--- src/rtl/elevator_scan_ctrl.sv ---
// N-floor elevator controller with SCAN scheduling: latches floor calls, sweeps
// in one direction while calls remain ahead, times travel and door dwell.

module elevator_req_cell (
  input  logic clk,
  input  logic reset,
  input  logic call,
  input  logic block,
  input  logic clear,
  output logic pend
);
  // clear dominates so a call arriving as the door opens is absorbed by it
  always_ff @(posedge clk or posedge reset) begin
    if (reset) pend <= 1'b0;
    else       pend <= (pend | (call & ~block)) & ~clear;
  end
endmodule

module elevator_scan_ctrl #(
  parameter int NUM_FLOORS    = 6,
  parameter int TRAVEL_CYCLES = 3,
  parameter int DOOR_CYCLES   = 4,
  parameter int FLOOR_W       = $clog2(NUM_FLOORS)
) (
  input  logic                  clk,
  input  logic                  reset,
  input  logic [NUM_FLOORS-1:0] call_req,
  input  logic                  door_close_req,
  input  logic                  hold,
  output logic [FLOOR_W-1:0]    current_floor,
  output logic                  dir_up,
  output logic                  moving,
  output logic                  door_open,
  output logic [NUM_FLOORS-1:0] pending
);

  localparam int TRAVEL_W = $clog2(TRAVEL_CYCLES + 1);
  localparam int DOOR_W   = $clog2(DOOR_CYCLES + 1);
  localparam logic [TRAVEL_W-1:0] TRAVEL_LOAD = TRAVEL_W'(TRAVEL_CYCLES - 1);
  localparam logic [DOOR_W-1:0]   DOOR_LOAD   = DOOR_W'(DOOR_CYCLES - 1);
  localparam logic [FLOOR_W-1:0]  TOP_FLOOR   = FLOOR_W'(NUM_FLOORS - 1);

  typedef enum logic [1:0] {IDLE, MOVING, DOOR_OPEN} state_t;

  state_t                state, state_nxt;
  logic [TRAVEL_W-1:0]   travel_tmr, travel_nxt;
  logic [DOOR_W-1:0]     door_tmr, door_nxt;
  logic [FLOOR_W-1:0]    floor_nxt, step_floor;
  logic                  dir_nxt, at_bound;
  logic [NUM_FLOORS-1:0] clear_mask, cur_onehot;
  logic                  above, below, step_above, step_below;

  function automatic logic [NUM_FLOORS-1:0] above_mask(input logic [FLOOR_W-1:0] f);
    logic [NUM_FLOORS-1:0] m;
    for (int i = 0; i < NUM_FLOORS; i++) m[i] = (i > int'(f));
    return m;
  endfunction

  function automatic logic [NUM_FLOORS-1:0] below_mask(input logic [FLOOR_W-1:0] f);
    logic [NUM_FLOORS-1:0] m;
    for (int i = 0; i < NUM_FLOORS; i++) m[i] = (i < int'(f));
    return m;
  endfunction

  // Per-floor request latches; the current floor is blocked while its door is open
  for (genvar i = 0; i < NUM_FLOORS; i++) begin : g_floor
    elevator_req_cell u_cell (
      .clk   (clk),
      .reset (reset),
      .call  (call_req[i]),
      .block (door_open & cur_onehot[i]),
      .clear (clear_mask[i]),
      .pend  (pending[i])
    );
  end

  always_comb begin
    cur_onehot = NUM_FLOORS'(1) << current_floor;
    above      = |(pending & above_mask(current_floor));
    below      = |(pending & below_mask(current_floor));
    step_floor = dir_up ? current_floor + FLOOR_W'(1) : current_floor - FLOOR_W'(1);
    at_bound   = dir_up ? (current_floor == TOP_FLOOR) : (current_floor == '0);
    step_above = |(pending & above_mask(step_floor));
    step_below = |(pending & below_mask(step_floor));
  end

  always_ff @(posedge clk or posedge reset) begin
    if (reset) begin
      state         <= IDLE;
      travel_tmr    <= '0;
      door_tmr      <= '0;
      current_floor <= '0;
      dir_up        <= 1'b1;
    end else begin
      state         <= state_nxt;
      travel_tmr    <= travel_nxt;
      door_tmr      <= door_nxt;
      current_floor <= floor_nxt;
      dir_up        <= dir_nxt;
    end
  end

  always_comb begin
    state_nxt  = state;
    travel_nxt = travel_tmr;
    door_nxt   = door_tmr;
    floor_nxt  = current_floor;
    dir_nxt    = dir_up;
    clear_mask = '0;
    unique case (state)
      IDLE: begin
        if (pending[current_floor]) begin
          state_nxt  = DOOR_OPEN;
          clear_mask = cur_onehot;
          door_nxt   = DOOR_LOAD;
        end else if (dir_up && above) begin
          state_nxt  = MOVING;
          travel_nxt = TRAVEL_LOAD;
        end else if (dir_up && below) begin
          state_nxt  = MOVING;
          dir_nxt    = 1'b0;
          travel_nxt = TRAVEL_LOAD;
        end else if (!dir_up && below) begin
          state_nxt  = MOVING;
          travel_nxt = TRAVEL_LOAD;
        end else if (!dir_up && above) begin
          state_nxt  = MOVING;
          dir_nxt    = 1'b1;
          travel_nxt = TRAVEL_LOAD;
        end
      end
      MOVING: begin
        if (!hold) begin
          if (travel_tmr != '0) begin
            travel_nxt = travel_tmr - TRAVEL_W'(1);
          end else if (at_bound) begin
            state_nxt = IDLE;
          end else begin
            floor_nxt = step_floor;
            if (pending[step_floor]) begin
              state_nxt  = DOOR_OPEN;
              clear_mask = NUM_FLOORS'(1) << step_floor;
              door_nxt   = DOOR_LOAD;
            end else if (dir_up ? step_above : step_below) begin
              travel_nxt = TRAVEL_LOAD;
            end else begin
              state_nxt = IDLE;
            end
          end
        end
      end
      DOOR_OPEN: begin
        // a call at this floor restarts the dwell and overrides an early close
        if (call_req[current_floor]) begin
          door_nxt = DOOR_LOAD;
        end else if (!hold) begin
          if (door_close_req || door_tmr == '0) state_nxt = IDLE;
          else                                  door_nxt  = door_tmr - DOOR_W'(1);
        end
      end
      default: state_nxt = IDLE;
    endcase
  end

  always_comb begin
    moving    = (state == MOVING);
    door_open = (state == DOOR_OPEN);
  end

endmodule

--- config.mk ---
export PLATFORM = sky130hd
export DESIGN_NAME = elevator_scan_ctrl
export DESIGN_NICKNAME = d
export VERILOG_FILES = /design/src/rtl/elevator_scan_ctrl.sv
export SDC_FILE = /design/constraint.sdc
export NUM_CORES = 1
export LEC_CHECK = 0
export ABC_AREA = 1
export CELL_PAD_IN_SITES_DETAIL_PLACEMENT = 1
export CELL_PAD_IN_SITES_GLOBAL_PLACEMENT = 2
export CORE_AREA = 2 2 77 79
export CTS_CLUSTER_DIAMETER = 80
export DETAILED_ROUTE_END_ITERATION = 6
export DIE_AREA = 0 0 79 81
export GPL_TIMING_DRIVEN = 0
export PLACE_DENSITY_LB_ADDON = 0.15
export SYNTH_ARGS = -nofsm -noshare
export SYNTH_HDL_FRONTEND = slang
export SYNTH_SLANG_ARGS = --single-unit
export TNS_END_PERCENT = 50
--- constraint.sdc ---
create_clock -name clk -period 5.3 [get_ports clk]
set_input_delay 0.53 -clock clk [delete_from_list [all_inputs] [get_ports clk]]
set_output_delay 0.53 -clock clk [all_outputs]
set_load 0.005 [all_outputs]
======== After elaboration in Yosys (flattened, before gate mapping) ========
Index checks and enable logic that the tools add are counted.
Widths: inputs -> output; s select.
storage, ports and cells
  register bits ........................... 17
  latch bits .............................. 0
  RAM bits ................................ 0
  bits in read-only memories .............. 0
  memories ................................ 0
cells by class
  add/sub/neg operators ................... 4
  multiply operators ...................... 0
  div/mod/pow operators ................... 0
  $lt $le $gt $ge ......................... 24
  equal/unequal tests ..................... 21
  shifts and indexed selects .............. 2
  muxes and demuxes ....................... 52
  bitwise gates (word level) .............. 45
  reductions and logical operators ........ 22
operators by type and width
  operator             number
  $mux 2               23
  $mux 6               5
  $mux 3               9
  $and 6x6->6          4
  $reduce_or 6->1      4
  $and 1x1->1          18
  $not 1->1            17
  $ne 2x2->1 const B   8
  $reduce_and 7->1     2
  $gt 2x3->1 const A   4
  $gt 3x3->1 const A   4
  $lt 1x3->1 const A   4
  $lt 2x3->1 const A   4
  $lt 3x3->1 const A   4
  $pmux 6 s2           1
  $shl 1x3->6 const A  2
  $bmux 1 s3           3
  $pmux 3 s3           1
  $lt 3x4->1 const B   2
  $mux 1               8
  $reduce_and 8->1     1
  $gt 1x3->1 const A   2
  $logic_not 3->1      2
  $ne 3x2->1 const B   2
  23 further kinds     36

======== Logic depth before layout (Yosys ltp) ========
Gate-level depths: netlist (run 1).
  depth in word-level cells ............... 12
  mapped depth ............................ 16
  gate-level depth less buffers ........... 16

======== Modules after synthesis ========
From an unflattened synthesis (run 1), not the netlist that was laid out.
second synthesis, totals
  cell total of the unflattened synthesis .. 269
  area, all modules ....................... 1727.9 um^2
by module, submodules not included
  module              times used  cells an instance  area each (um^2)
  elevator_scan_ctrl  1           233                1435.1
  elevator_req_cell   6           6                  48.8

======== Least setup slack after synthesis (run 1) ========
No wires, ideal clock.
  kind .................................... reg2reg
  start ................................... register current_floor[1]
  end ..................................... register state[0]
  data arrival time ....................... 1830 ps
  setup slack ............................. 3354 ps
  stages on the path, launching flop included .. 14
  buffers on the path ..................... 0
  path through ............................ dfrtp_1 > ha_1 > ha_1 > or2_4 > nand2_4 > nand2_1 > nand2_1 > nand2_1 > nor2_1 > nor2_2 > nand2_1 > nand2_1 > nand2_1 > nand2_1
between the ends
  longest elaborated chain between the ends .. 9
  elaborated cells on any way between the ends .. 60
  those cells by class .................... 2 x add/sub; 22 x order compare; 4 x eq/ne; 18 x mux; 4 x bitwise; 10 x reduce/logical
RTL lines
  item                                                 line  text
  start: declaration                                   30    output logic [FLOOR_W-1:0] current_floor,
  start signal: assignment                             98    current_floor <= floor_nxt;
  branches (longest 9 deep; another with $sub 3x1->3)  --
  end signal: assignment                               95    state <= state_nxt;
  end: declaration                                     45    state_t state, state_nxt;
Several ways; the timed one is not identified. The select of a mux whose other input is x is not followed.
A chain may end at the register's enable or synchronous reset.

======== Final worst setup path (run 1) ========
  start ................................... register current_floor[1]
  end ..................................... register state[1]
Same word-level chain as after synthesis.

==> flow_metrics.tcl, run 1 <==
set metrics [dict create \
    detailed_place_hpwl_um 4690 \
    crit_required_ns 5.44 \
    die-width_um 79 \
    yosysMostFrequentCell "nand2_1" \
    maxSlewViolCount 0 \
    initial_core_util 0.305 \
    grt_pass1_vias 1879 \
    ys_top_cells_by_count "nand2_1 (77), inv_1 (37), nand3_1 (25), nor2_1 (25), dfrtp_1 (16)" \
    rsz0062_at_grt "no" \
    clk-insertion-delay-late_ns 0.25 \
    synth_top_area_frac 0.231 \
    gp_congestion 0.894 \
    yosysTopAreaCell "dfrtp_1" \
    status "finished, final reports clean" \
    drc 0 \
    critPathMaxFanout 9 \
    cts_max_level 1 \
    die_area_mm2 0.00640 \
    drt_pass1_iterations 4 \
    hold_viol_final 0 \
    ioPinCount 22 \
    synthArstFlopShare 1.00 \
    cts-resized-gates 0 \
    peakVddDrop_mv 0.267 \
    cp_slowest_cell "dfrtp_1" \
    finalCritPeriodShare 0.473 \
    hold_path.class "flip-flop to flip-flop" \
    leakage_uw 0.00103 \
    via_count 1836 \
    timing.final.crit_period_ns 2.51 \
    register_area_um2 427 \
    cap_violations 0 \
    die_h_um 81 \
    synth_cells 278 \
    worstSetupPathType "flip-flop to flip-flop" \
    fin_skew_ns 0.00122 \
    grt_max_degree 18 \
    grt_antenna_before_repair 0 \
    path_depth 13 \
    syn_nets 298 \
    seq_area_frac_synth 0.247 \
    ys_ff_latch 17 \
    max_freq_mhz 399 \
    stdcell_count 378 \
    relSlewSlack 0.497 \
    grt_overflow_total 0 \
    setup_viol_count_final 0 \
    syn_avg_cell_area_um2 6.22 \
    cp.arrival_ns 2.65 \
    area_growth_pct 20.2 \
    insertedDiodeCount 0 \
    synth_ff_type "dfrtp_1" \
    dp_slack_ns 2.82 \
    crit_chain "inv_1, ha_1, inv_1, nand2_2, nand3_1, inv_1, nand4_1, nand2_1, nor2_1, nor2_2, nand2_1, nand3_1, o21ai_1" \
    rr_worst_depth 13 \
    cp_num_buf_inv 3 \
    critPathLaunchType "flip-flop" \
    numCtsBuffers 3 \
    drive_gt1_frac 0.109 \
    design.core.area_mm2 0.00568 \
    viasPerCell 4.86 \
    crit_top_cell "inv_1" \
    ant_nets 0 \
    cts_max_path_buffers 2 \
    wl_per_cell_um 15.7 \
    wirelength_um 5920 \
    finalWorstSetupSlack_ns 2.79 \
    clk_pin_slew_ns 0.07 \
    drtIter0Drc 108 \
    cts_tree "built" \
    postCtsSetupRepairBufs 0 \
    multi_input_area_mm2 0.00109 \
    critical-path-max-stage-delay_ns 0.55 \
    yosys_warnings 0 \
    finalNetCount 324 \
    fin_setup_tns_ns 0 \
    grt_pass1_wl_um 9520 \
    worst_pin_slew_ns 0.753 \
    cts_root_buf "clkbuf_8" \
    track_usage 0.197 \
    rows 28 \
    synth_edf_count 0 \
    postLayoutCoreUtil 0.366 \
    hold_path_depth 2 \
    cts_sinks 17 \
    power.density_mw_per_mm2 714 \
    path_delay_family "simple AND/OR/NAND/NOR gates" \
    finalPower_uw 1490 \
    nFillCells 769 \
    critPathCaptureType "flip-flop" \
    syn_area_mm2 0.00173 \
    place_inst 374 \
    synth_area_leaders "dfrtp_1 (23%), nand2_1 (17%), inv_1 (8.0%)" \
    holdBufCountCts 0 \
    synth.distinct_cells 29 \
    io_buffers 21 \
]
[registers in the layout, indices dropped and copies added (netlist names)]
signal               cells
current_floor            3
dir_up                   1
travel_tmr               2
g_floor.u_cell.pend      6
door_tmr                 3
state                    2
[per-stage QoR]
step                cell area [um2]  hold WS [ns]
finish                         2080         0.491
global placement               2030         0.472
global route                   2080         0.553
floorplan                      1730         0.455
CTS                            2080         0.500
detailed placement             2030         0.481
[layout by cell type, fill, tap and decap left out, types with 6 or more instances in the layout]
cell type / Yosys / final
nand2_1: 77 / 77
o21ai_1: 6 / 6
ha_1: 10 / 10
a21oi_1: 11 / 11
o211ai_1: 7 / 7
nand4_1: 7 / 7
o21ai_0: 12 / 12
dfrtp_1: 16 / 16
nand3_1: 25 / 25
nor3_1: 7 / 7
inv_1: 37 / 37
buf_4: 6 / 6
nor2_1: 25 / 25
clkdlybuf4s50_1: 0 / 21
[worst paths after layout]
| kind | slack (ns) | endpoint | start |
|---|---|---|---|
| worst max-delay path | 2.79 | state[1]$_DFFE_PP0P_ | current_floor[1]$_DFFE_PP0P_ |
| worst min-delay path | 0.49 | door_tmr[1]$_DFFE_PP0P_ | door_tmr[1]$_DFFE_PP0P_ |
| worst max register to register | 2.79 | state[1]$_DFFE_PP0P_ | current_floor[1]$_DFFE_PP0P_ |
| worst min register to register | 0.49 | door_tmr[1]$_DFFE_PP0P_ | door_tmr[1]$_DFFE_PP0P_ |
| max in group asynchronous | 4.12 | g_floor[3].u_cell.pend$_DFF_PP0_ | reset |
| min in group asynchronous | 0.71 | g_floor[4].u_cell.pend$_DFF_PP0_ | reset |
[cell families (layout without fill, tap and decap cells)]
family,after synthesis,count (layout),synth area share
and+or+nand+nor,158,158,0.411
buffers and inverters,50,75,0.124
AOI/OAI and AO/OA,41,41,0.136
DFF,17,17,0.247
adders and majority gates,10,10,0.0723
xor gates and xnor gates,2,2,0.0101
[area by class of cell]
cell class	instances	share of cell area
Clock buffer	4	0.0217
Sequential cell	17	0.205
Timing Repair Buffer	21	0.101
Inverter	40	0.0722
Buffer	10	0.0307
Tap cell	75	0.0451
Multi-Input combinational cell	211	0.524
[per-layer routing]
layer  global-route usage  vias to the layer above  routed length (um)
li1                     -                      948                   -
met1                0.284                      862                3120
met2                0.320                       22                2590
met3               0.0200                        4                 162
met4               0.0379                        0                  49
met5                    0                        -                   0
[tightest hold or removal path, stage by stage (launching register included)]
cell and delay [ns]:
dfrtp_1 0.35, nand2_1 0.05, o21ai_1 0.06
[power by group]
part | leakage [uW] | internal (uW) | switching (uW)
Sequential | 0.000188 | 196 | 99.6
Clock | 0.0000228 | 53.4 | 47.8
Combinational | 0.000822 | 393 | 696
Power figures use the tool's default switching activity.
==> run 2, diff against run 1 <==
CORE_AREA = 2 2 79 81   (was 2 2 77 79)
DIE_AREA = 0 0 81 83   (was 0 0 79 81)
clock period = 2.4 ns   (was 5.3 ns; I/O delays follow)
==> run 2 against run 1 <==
  * Fmax increased by 12%
  * Via count increased by 3.2%
  * Critical path depth increased by 2
  * Setup slack got worse by 2.6 ns
  * Clock skew increased by 0.0073 ns
  * Clock-buffer cell count decreased by 1
  * Combinational power increased by 150%
  * Register-to-register slack got worse by 2.6 ns
  * Final cell count increased by 1.3%
  * Critical endpoint unchanged
  * Largest power group unchanged
==> flow_metrics.tcl, run 2 (synthesized netlist as in run 1, its figures left out) <==
set metrics [dict create \
    status "finished, final reports clean" \
    grt_overflow_total 0 \
    critical-path-max-stage-delay_ns 0.45 \
    die-width_um 81 \
    grt_max_degree 18 \
    maxSlewViolCount 0 \
    grt_pass1_wl_um 10100 \
    drive_gt1_frac 0.166 \
    nFillCells 787 \
    ioPinCount 22 \
    regMostFlops "g_floor.u_cell.pend" \
    timing.final.crit_period_ns 2.23 \
    drtIter0Drc 56 \
    relSlewSlack 0.507 \
    die_h_um 83 \
    largest_reg_flops 6 \
    setup_viol_count_final 0 \
    hold_viol_final 0 \
    largest_registers "g_floor.u_cell.pend x6, current_floor x3, door_tmr x3" \
    gp_congestion 0.906 \
    cp_slowest_cell "dfrtp_2" \
    leakage_uw 0.00105 \
    cp.arrival_ns 2.38 \
    initial_core_util 0.298 \
    grt_antenna_before_repair 0 \
    io_buffers 21 \
    rr_worst_depth 15 \
    cts_root_buf "clkbuf_8" \
    holdWs_ns 0.406 \
    critPathCaptureType "flip-flop" \
    fin_setup_tns_ns 0 \
    clk_pin_slew_ns 0.08 \
    worstSetupPathType "flip-flop to flip-flop" \
    drt_pass1_iterations 4 \
    design.core.area_mm2 0.00582 \
    r2r_slack_ns 0.17 \
    wirelength_um 6210 \
    final_common_cell "nand2_1" \
    track_usage 0.196 \
    cp_num_buf_inv 4 \
    max_freq_mhz 447 \
    worst_pin_slew_ns 0.739 \
    area_growth_pct 27.4 \
    final_cell_mix "nand2_1 (76), inv_1 (34), nor2_1 (23), nand3_1 (23), clkdlybuf4s50_1 (21)" \
    peakVddDrop_mv 0.650 \
    rows 28 \
    cts_sinks 17 \
    crit_chain "clkinvlp_4, buf_4, ha_1, inv_1, nand2_1, nand3_4, nand2_8, inv_2, nand2_1, nand2_4, nand2_2, nor2_2, nand2_2, nand3_1, o21ai_1" \
    finalNetCount 329 \
    dp_slack_ns -0.0859 \
    stdcell_count 383 \
    detailed_place_hpwl_um 4770 \
    ant_nets 0 \
    cts_tree "built" \
    finalWorstSetupSlack_ns 0.165 \
    register_area_um2 429 \
    crit_required_ns 2.54 \
    cts_max_level 1 \
    wl_per_cell_um 16.2 \
    viasPerCell 4.95 \
    via_count 1895 \
    holdBufCountCts 0 \
    grt_pass1_vias 1943 \
    place_inst 374 \
    critPathMaxFanout 8 \
    crit-reg2reg-launch "current_floor[0]$_DFFE_PP0P_" \
    hold_path.class "primary input to asynchronous set/reset pin" \
    cap_violations 0 \
    cts_max_path_buffers 2 \
    critPathLaunchType "flip-flop" \
    insertedDiodeCount 0 \
    fin_skew_ns 0.00857 \
    r2r_end "state[1]$_DFFE_PP0P_" \
    power.density_mw_per_mm2 1630 \
    finalPower_uw 3580 \
    clk-insertion-delay-late_ns 0.26 \
    multi_input_area_mm2 0.00117 \
    finalCritPeriodShare 0.931 \
    path_delay_family "simple AND/OR/NAND/NOR gates" \
    die_area_mm2 0.00672 \
    numCtsBuffers 3 \
    drc 0 \
]
==> run 2: cell types whose count changed in the layout (fill, tap and decap cells not counted), sizes merged <==
cell and change:
buf +5, clkbuf -1, clkinv +1, clkinvlp +2, inv -2
==> run 2: report_power, final <==
group          switching [uW]  internal, uW  total, uW
Combinational            1690          1010       2710
Sequential                213           436        648
Clock                     112           116        228
Total                    2020          1570       3580
==> run 2: cell type report <==
type | count | share of cell area
multi-input combinational | 211 | 0.529
timing repair buffer | 26 | 0.112
buffer | 10 | 0.0289
inverter | 40 | 0.0715
sequential | 17 | 0.195
clock buffer | 3 | 0.0187
clock inverter | 1 | 0.00227
tap | 75 | 0.0426
==> run 2: routing by layer <==
metal | track usage | wire length (um)
met5 | 0 | 0
met2 | 0.306 | 2780
met4 | 0.0416 | 61
met3 | 0.0239 | 274
met1 | 0.288 | 3090
==> run 2: stage by stage <==
stage	util	instance area, um2
detailed placement	0.350	2030
finish	0.379	2200
global placement	0.350	2030
floorplan	-	1730
global route	0.379	2200
CTS	0.360	2090
==> run 2: worst max path at each step <==
stage                                            start                    to  slack (ns)  cells past startpoint
final                     current_floor[0]$_DFFE_PP0P_  state[1]$_DFFE_PP0P_        0.17                     15
after global routing      current_floor[0]$_DFFE_PP0P_  state[1]$_DFFE_PP0P_      -0.004                     15
after CTS                 current_floor[1]$_DFFE_PP0P_  state[1]$_DFFE_PP0P_       0.008                     14
after detailed placement  current_floor[1]$_DFFE_PP0P_  state[1]$_DFFE_PP0P_       -0.09                     13
after global placement    current_floor[1]$_DFFE_PP0P_  state[1]$_DFFE_PP0P_       -0.10                     13
after floorplan           current_floor[1]$_DFFE_PP0P_  state[0]$_DFFE_PP0P_        0.45                     13
==> run 2: what timing repair did <==
action / CTS / global route
pin swaps: 0 / 3
endpoints found under the setup margin: 10 / 12
cloned: 0 / 0
buffers inserted: 1 / 4
gates resized for setup: 3 / 14
==> run 2: worst reg2reg max path, stage by stage, from the launching register on <==
cell and delay (ns):
dfrtp_2 0.45, clkinvlp_4 0.18, buf_4 0.21, ha_1 0.22
inv_1 0.05, nand2_1 0.08, nand3_4 0.12, nand2_8 0.09
inv_2 0.07, nand2_1 0.08, nand2_4 0.14, nand2_2 0.10
nor2_2 0.10, nand2_2 0.07, nand3_1 0.09, o21ai_1 0.07
